==> src/rtl/alu_seq_pkg.sv <==
// Shared encodings for the ALU op sequencer: data-processing and ALU opcodes,
// condition codes, FSM states and small opcode-classification helpers.
package alu_seq_pkg;

  localparam logic [3:0] OP_AND = 4'b0000;
  localparam logic [3:0] OP_EOR = 4'b0001;
  localparam logic [3:0] OP_SUB = 4'b0010;
  localparam logic [3:0] OP_RSB = 4'b0011;
  localparam logic [3:0] OP_ADD = 4'b0100;
  localparam logic [3:0] OP_ADC = 4'b0101;
  localparam logic [3:0] OP_SBC = 4'b0110;
  localparam logic [3:0] OP_RSC = 4'b0111;
  localparam logic [3:0] OP_TST = 4'b1000;
  localparam logic [3:0] OP_TEQ = 4'b1001;
  localparam logic [3:0] OP_CMP = 4'b1010;
  localparam logic [3:0] OP_CMN = 4'b1011;
  localparam logic [3:0] OP_ORR = 4'b1100;
  localparam logic [3:0] OP_MOV = 4'b1101;
  localparam logic [3:0] OP_BIC = 4'b1110;
  localparam logic [3:0] OP_MVN = 4'b1111;

  localparam logic [4:0] ALU_AND = 5'b00000;
  localparam logic [4:0] ALU_EOR = 5'b00001;
  localparam logic [4:0] ALU_SUB = 5'b00010;
  localparam logic [4:0] ALU_ADD = 5'b00100;

  localparam logic [3:0] COND_EQ = 4'b0000;
  localparam logic [3:0] COND_NE = 4'b0001;
  localparam logic [3:0] COND_CS = 4'b0010;
  localparam logic [3:0] COND_CC = 4'b0011;
  localparam logic [3:0] COND_MI = 4'b0100;
  localparam logic [3:0] COND_PL = 4'b0101;
  localparam logic [3:0] COND_VS = 4'b0110;
  localparam logic [3:0] COND_VC = 4'b0111;
  localparam logic [3:0] COND_HI = 4'b1000;
  localparam logic [3:0] COND_LS = 4'b1001;
  localparam logic [3:0] COND_GE = 4'b1010;
  localparam logic [3:0] COND_LT = 4'b1011;
  localparam logic [3:0] COND_GT = 4'b1100;
  localparam logic [3:0] COND_LE = 4'b1101;
  localparam logic [3:0] COND_AL = 4'b1110;
  localparam logic [3:0] COND_NV = 4'b1111;

  typedef enum logic [1:0] {
    ST_IDLE = 2'd0,
    ST_EXEC = 2'd1,
    ST_WB   = 2'd2,
    ST_SKIP = 2'd3
  } state_e;

  function automatic logic is_test_op(input logic [3:0] op);
    return (op[3:2] == 2'b10);
  endfunction

  function automatic logic is_arith_op(input logic [3:0] op);
    logic r;
    case (op)
      OP_SUB, OP_RSB, OP_ADD, OP_ADC,
      OP_SBC, OP_RSC, OP_CMP, OP_CMN: r = 1'b1;
      default:                        r = 1'b0;
    endcase
    return r;
  endfunction

  // Test-class ops reuse the plain logical/arithmetic ALU encodings.
  function automatic logic [4:0] map_alu_opcode(input logic [3:0] op);
    logic [4:0] r;
    case (op)
      OP_TST:  r = ALU_AND;
      OP_TEQ:  r = ALU_EOR;
      OP_CMP:  r = ALU_SUB;
      OP_CMN:  r = ALU_ADD;
      default: r = {1'b0, op};
    endcase
    return r;
  endfunction

endpackage

==> src/rtl/alu_op_sequencer_cond_eval.sv <==
// Combinational condition-code evaluator (cond_eval): cond against {N,Z,C,V}.
// Shared with the branch unit.
module cond_eval
  import alu_seq_pkg::*;
(
  input  logic [3:0] cond,
  input  logic [3:0] nzcv,
  output logic       pass
);

  logic n_s, z_s, c_s, v_s;
  assign {n_s, z_s, c_s, v_s} = nzcv;

  // Condition table; NV never passes.
  always_comb begin
    pass = 1'b0;
    case (cond)
      COND_EQ: pass = z_s;
      COND_NE: pass = !z_s;
      COND_CS: pass = c_s;
      COND_CC: pass = !c_s;
      COND_MI: pass = n_s;
      COND_PL: pass = !n_s;
      COND_VS: pass = v_s;
      COND_VC: pass = !v_s;
      COND_HI: pass = c_s && !z_s;
      COND_LS: pass = !c_s || z_s;
      COND_GE: pass = (n_s == v_s);
      COND_LT: pass = (n_s != v_s);
      COND_GT: pass = !z_s && (n_s == v_s);
      COND_LE: pass = z_s || (n_s != v_s);
      COND_AL: pass = 1'b1;
      default: pass = 1'b0;
    endcase
  end

endmodule

==> src/rtl/alu_op_sequencer.sv <==
// Multi-cycle ALU command sequencer owning the NZCV flags register.
// Optional ALU_SEQ_STATS_EN adds saturating exec/skip counters.
module alu_op_sequencer
  import alu_seq_pkg::*;
#(
  parameter int WIDTH = 32,
  parameter int RD_W  = 4
) (
  input  logic             clk,
  input  logic             reset,
  input  logic             cmd_valid,
  output logic             cmd_ready,
  input  logic [3:0]       cmd_op,
  input  logic             cmd_s,
  input  logic [3:0]       cmd_cond,
  input  logic [WIDTH-1:0] cmd_a,
  input  logic [WIDTH-1:0] cmd_b,
  input  logic [RD_W-1:0]  cmd_rd,
  output logic [4:0]       alu_opcode,
  output logic [WIDTH-1:0] alu_a,
  output logic [WIDTH-1:0] alu_b,
  output logic             alu_carry,
  input  logic [WIDTH-1:0] alu_result,
  input  logic             alu_z,
  input  logic             alu_n,
  input  logic             alu_c,
  input  logic             alu_v,
  output logic             wb_valid,
  output logic [RD_W-1:0]  wb_rd,
  output logic [WIDTH-1:0] wb_data,
  output logic [3:0]       flags_nzcv,
`ifdef ALU_SEQ_STATS_EN
  output logic [15:0]      exec_count,
  output logic [15:0]      skip_count,
`endif
  output logic             done,
  output logic             skipped
);

  state_e           state_q;
  logic             ready_q;
  logic [3:0]       op_q;
  logic             s_q;
  logic [RD_W-1:0]  rd_q;
  logic [4:0]       alu_opcode_q;
  logic [WIDTH-1:0] alu_a_q;
  logic [WIDTH-1:0] alu_b_q;
  logic             alu_carry_q;
  logic             wb_valid_q;
  logic [RD_W-1:0]  wb_rd_q;
  logic [WIDTH-1:0] wb_data_q;
  logic [3:0]       flags_q;
  logic             done_q;
  logic             skipped_q;
  logic             cond_pass_s;

  cond_eval u_cond_eval (
    .cond (cmd_cond),
    .nzcv (flags_q),
    .pass (cond_pass_s)
  );

  // Sequencer FSM; result and flags land at the EXEC->WB edge so they are visible with done.
  always_ff @(posedge clk) begin
    if (reset) begin
      state_q      <= ST_IDLE;
      ready_q      <= 1'b1;
      op_q         <= 4'b0000;
      s_q          <= 1'b0;
      rd_q         <= '0;
      alu_opcode_q <= 5'b00000;
      alu_a_q      <= '0;
      alu_b_q      <= '0;
      alu_carry_q  <= 1'b0;
      wb_valid_q   <= 1'b0;
      wb_rd_q      <= '0;
      wb_data_q    <= '0;
      flags_q      <= 4'b0000;
      done_q       <= 1'b0;
      skipped_q    <= 1'b0;
    end else begin
      done_q     <= 1'b0;
      skipped_q  <= 1'b0;
      wb_valid_q <= 1'b0;
      case (state_q)
        ST_IDLE: begin
          if (cmd_valid) begin
            op_q    <= cmd_op;
            s_q     <= cmd_s;
            rd_q    <= cmd_rd;
            ready_q <= 1'b0;
            if (cond_pass_s) begin
              state_q      <= ST_EXEC;
              alu_opcode_q <= map_alu_opcode(cmd_op);
              alu_a_q      <= cmd_a;
              alu_b_q      <= cmd_b;
              alu_carry_q  <= flags_q[1];
            end else begin
              state_q   <= ST_SKIP;
              done_q    <= 1'b1;
              skipped_q <= 1'b1;
            end
          end else begin
            ready_q <= 1'b1;
          end
        end
        ST_EXEC: begin
          state_q <= ST_WB;
          done_q  <= 1'b1;
          if (!is_test_op(op_q)) begin
            wb_valid_q <= 1'b1;
            wb_rd_q    <= rd_q;
            wb_data_q  <= alu_result;
          end else begin
            wb_valid_q <= 1'b0;
          end
          // Logical ops keep V; only arithmetic ops take the ALU overflow.
          if (s_q || is_test_op(op_q)) begin
            flags_q <= {alu_n, alu_z, alu_c, is_arith_op(op_q) ? alu_v : flags_q[0]};
          end else begin
            flags_q <= flags_q;
          end
        end
        ST_WB: begin
          state_q <= ST_IDLE;
          ready_q <= 1'b1;
        end
        ST_SKIP: begin
          state_q <= ST_IDLE;
          ready_q <= 1'b1;
        end
        default: begin
          state_q <= ST_IDLE;
          ready_q <= 1'b1;
        end
      endcase
    end
  end

`ifdef ALU_SEQ_STATS_EN
  logic [15:0] exec_cnt_q;
  logic [15:0] skip_cnt_q;

  // Saturating completion counters.
  always_ff @(posedge clk) begin
    if (reset) begin
      exec_cnt_q <= 16'h0000;
      skip_cnt_q <= 16'h0000;
    end else begin
      if (done_q && !skipped_q && (exec_cnt_q != 16'hFFFF)) begin
        exec_cnt_q <= exec_cnt_q + 16'h0001;
      end else begin
        exec_cnt_q <= exec_cnt_q;
      end
      if (done_q && skipped_q && (skip_cnt_q != 16'hFFFF)) begin
        skip_cnt_q <= skip_cnt_q + 16'h0001;
      end else begin
        skip_cnt_q <= skip_cnt_q;
      end
    end
  end

  assign exec_count = exec_cnt_q;
  assign skip_count = skip_cnt_q;
`endif

  assign cmd_ready  = ready_q;
  assign alu_opcode = alu_opcode_q;
  assign alu_a      = alu_a_q;
  assign alu_b      = alu_b_q;
  assign alu_carry  = alu_carry_q;
  assign wb_valid   = wb_valid_q;
  assign wb_rd      = wb_rd_q;
  assign wb_data    = wb_data_q;
  assign flags_nzcv = flags_q;
  assign done       = done_q;
  assign skipped    = skipped_q;

endmodule

==> config.mk <==
export PLATFORM = sky130hd
export DESIGN_NAME = alu_op_sequencer
export DESIGN_NICKNAME = d
export VERILOG_FILES = /design/src/rtl/alu_seq_pkg.sv /design/src/rtl/alu_op_sequencer_cond_eval.sv /design/src/rtl/alu_op_sequencer.sv
export SDC_FILE = /design/constraint.sdc
export NUM_CORES = 1
export LEC_CHECK = 0
export CORE_UTILIZATION = 41
export CTS_CLUSTER_DIAMETER = 50
export DETAILED_ROUTE_END_ITERATION = 8
export HOLD_SLACK_MARGIN = 0.05
export PLACE_DENSITY = 0.91
export RECOVER_POWER = 25
export SLEW_MARGIN = 15
export SYNTH_ARGS = -nofsm -noshare
export SYNTH_HDL_FRONTEND = slang
export SYNTH_HIERARCHICAL = 1
export SYNTH_SLANG_ARGS = --single-unit
==> constraint.sdc <==
create_clock -name clk -period 2.8 [get_ports clk]
set_clock_uncertainty 0.1 [all_clocks]
set_input_delay 0.56 -clock clk [delete_from_list [all_inputs] [get_ports clk]]
set_output_delay 0.56 -clock clk [all_outputs]
set_load 0.005 [all_outputs]
==> flow_summary.toml <==
[logic_synthesis]
synth_seq_cells = 124
post_syn_instances = 582
synth-async-reset-ratio_pct = 0
synth_seq_area_share_pct = 51.6
yosys_most_used_dff = "dfxtp_1"
avgSynthCellArea_um2 = 8.26
synth_area_um2 = 4810
synthesis.nets = 698
distinct_cell_type_count_of_the_synthesized_netlist = 40
yosysWarnings = 6
synth-edff-count = 0

[timing]
worst_slew_pin_slew_ns = 1.38
fin_crit_ns = 2.61
finalSetupTns_ns = 0
min_period_over_period_pct = 93.1
grt_setup_unrepaired = "false"
drv_slew = 0
layout_setup_ws_ns = 0.194
fmax_ghz = 0.384
endpoints_failing_setup = 0
slew_headroom_pct = 8.21
hold_violations = 0

[die]
area_enclosed_by_the_die_boundary_um2 = 12200
row_count = 39
placeableCoreArea_um2 = 11400
io-pin-count = 230
start_util_pct = 42.1
dieHeight_um = 110
die_width_um = 110

[hold_path]
worst_hold_path.endpoint = "alu_a[4]"
min_delay_path_depth = 2
timing.hold.worst.start = "alu_a[4]"
hp-class = "register to register"

[clock_network]
cts-htree-levels = 4
worstSkewPairLatency_ns = 0.41
worst_setup_hold_path_clk_slew_ns = 0.05
cts-buffers-inserted = 17
cts_sinks = 124
clock_tree.buffer_depth = 2
clock-root-buffer = "clkbuf_16"
holdBufCountCts = 0
cts_tree = "yes"

[finish]
areaGrowthSynthToFinish_pct = 60.9
antenna-diode-count = 0
layout_commonest_cell = "clkdlybuf4s50_1"
post_route_cells_drive_above_1_share_pct = 7.58
final_core_util_pct = 67.7
nets = 913
final_cell_mix = "clkdlybuf4s50_1, nand2_1, dfxtp_1"

[drt]
drt-initial-drc-count = 353
postRouteAntennaNets = 0
detail_route.wirelength_um = 14100
post-route-drc-count = 0
vias = 4827
route.detailed.vias_per_inst = 5.09
routedWlPerCell_um = 14.8
detail_route.first_pass.iterations = 5

[global_routing]
track_usage_pct = 22.6
grt_start_max_net_pins = 63
grt_first_pass_wirelength_um = 20900
antenna_found_initial = 0
grt.overflow.total = 0
first_global_vias = 4498

[setup_path]
worst-r2r-cell-count = 9
endpoint_kind = "register"
timing.critical_path.required_ns = 3.03
regToRegStartpoint = "flags_nzcv[3]"
crit_type = "primary input to register"
crit_arrival_ns = 2.83
r2r-end = "alu_a[9]"
worst_setup_path_start_kind = "primary input"
ff2ff_setup_slack_ns = 0.40
maximum_fanout_count_along_the_critical_path = 36

[place]
dp.final_hpwl_um = 9250
placer_congestion = 0.796
place.port_buffers = 228
pre_cts_slack_ns = -0.309

[flow_run]
maxCapViolations = 0

[power_and_ir_drop]
worst_ir_drop_vdd_uv = 499
p_leak_nw = 2.77
power-per-cell-area_nw_per_um2 = 601

[outcome]
status = "finished clean"
[synth_stat cells (all sizes together) (2+ instances only)]
master  instances  area share, %
a211o           2           0.36
a21oi         116             13
buf            34            4.7
clkbuf         18            1.4
dfxtp         124             52
inv             3           0.23
mux2i           6            1.2
nand2         151             12
nand2b         12            1.6
nand3          39            4.1
nand3b          2           0.31
nor2            4           0.31
nor2b           5           0.65
nor3            8           0.83
nor3b           2           0.42
o211ai          3           0.47
o21ai          36            3.7
[state kept, by name (all words and copies together), names as in the netlist, named ones only]
| register | count |
|---|---|
| cmd_ready | 1 |
| flags_nzcv | 4 |
| wb_valid | 1 |
| alu_carry | 1 |
| alu_opcode | 4 |
| done | 1 |
| wb_rd | 4 |
| s_q | 1 |
| alu_b | 32 |
| alu_a | 32 |
| rd_q | 4 |
| state_q | 2 |
| op_q | 3 |
| skipped | 1 |
| wb_data | 32 |
[worst max-delay path, cell delays in order]
cell	delay (ns)
clkdlybuf4s50_1	0.51
and3b_1	0.25
a221oi_1	0.25
a211o_1	0.13
a211o_1	0.25
nor4bb_4	0.23
buf_4	0.18
buf_12	0.19
nand2_1	0.10
a21oi_1	0.16
[layer usage]
| metal | vias up | global-route usage [%] | wire length (um) |
|---|---|---|---|
| li1 | 2381 | - | - |
| met1 | 2228 | 23.3 | 5470 |
| met2 | 203 | 39.2 | 6930 |
| met3 | 15 | 12.3 | 1520 |
| met4 | 0 | 6.48 | 136 |
| met5 | - | 0 | 0 |
[final cells by class]
cell class	count	area [um^2]
clock buffers	25	505
well taps	143	179
clock inverters	2	35.0
inverters	3	11.3
fillers	894	3690
multi-input cells	403	2040
flip-flops and latches	124	2480
repair buffers	248	2480
[logic make-up (layout without fill, tap and decap cells)]
group,Yosys count,after routing,share of synthesized area (%)
and+or+nand+nor,229,229,21.3
AOI/OAI and AO/OA,164,164,18.6
other,1,1,0.0780
xor gates and xnor gates,2,2,0.521
DFF,124,124,51.6
muxes,7,7,1.56
buffers and inverters,55,278,6.30
[through the flow]
stage	std cells	cell area (um^2)	power, mW	hold WS, ns
2_1_floorplan	582	4810	2.25	0.336
3_3_place_gp	920	7190	2.65	0.341
3_5_place_dp	920	7190	2.67	0.347
4_1_cts	947	7730	4.70	0.354
5_1_grt	948	7730	4.86	0.368
6_report	948	7730	4.65	0.352
[timing repair]
action,4_1_cts,5_1_grt
setup endpoints to repair,0,8
buffers inserted,0,1
resized for setup,0,1
[worst max path at each step]
stage                start       endpoint  slack, ns  cells past startpoint
2_1_floorplan  cmd_cond[3]      alu_b[15]       0.46                     11
3_3_place_gp   cmd_cond[2]  alu_opcode[3]      -0.24                      9
3_5_place_dp   cmd_cond[2]  alu_opcode[3]      -0.31                      9
4_1_cts        cmd_cond[2]       alu_a[9]       0.09                      9
5_1_grt        cmd_cond[3]  alu_opcode[3]       0.10                     10
6_report       cmd_cond[3]       alu_a[9]       0.19                     10
[report_power, final]
part           switching [mW]  total (mW)  internal [mW]
clock                   0.704        2.01           1.31
sequential             0.0549        1.92           1.87
combinational           0.305       0.712          0.407
Power figures use the tool's default switching activity.
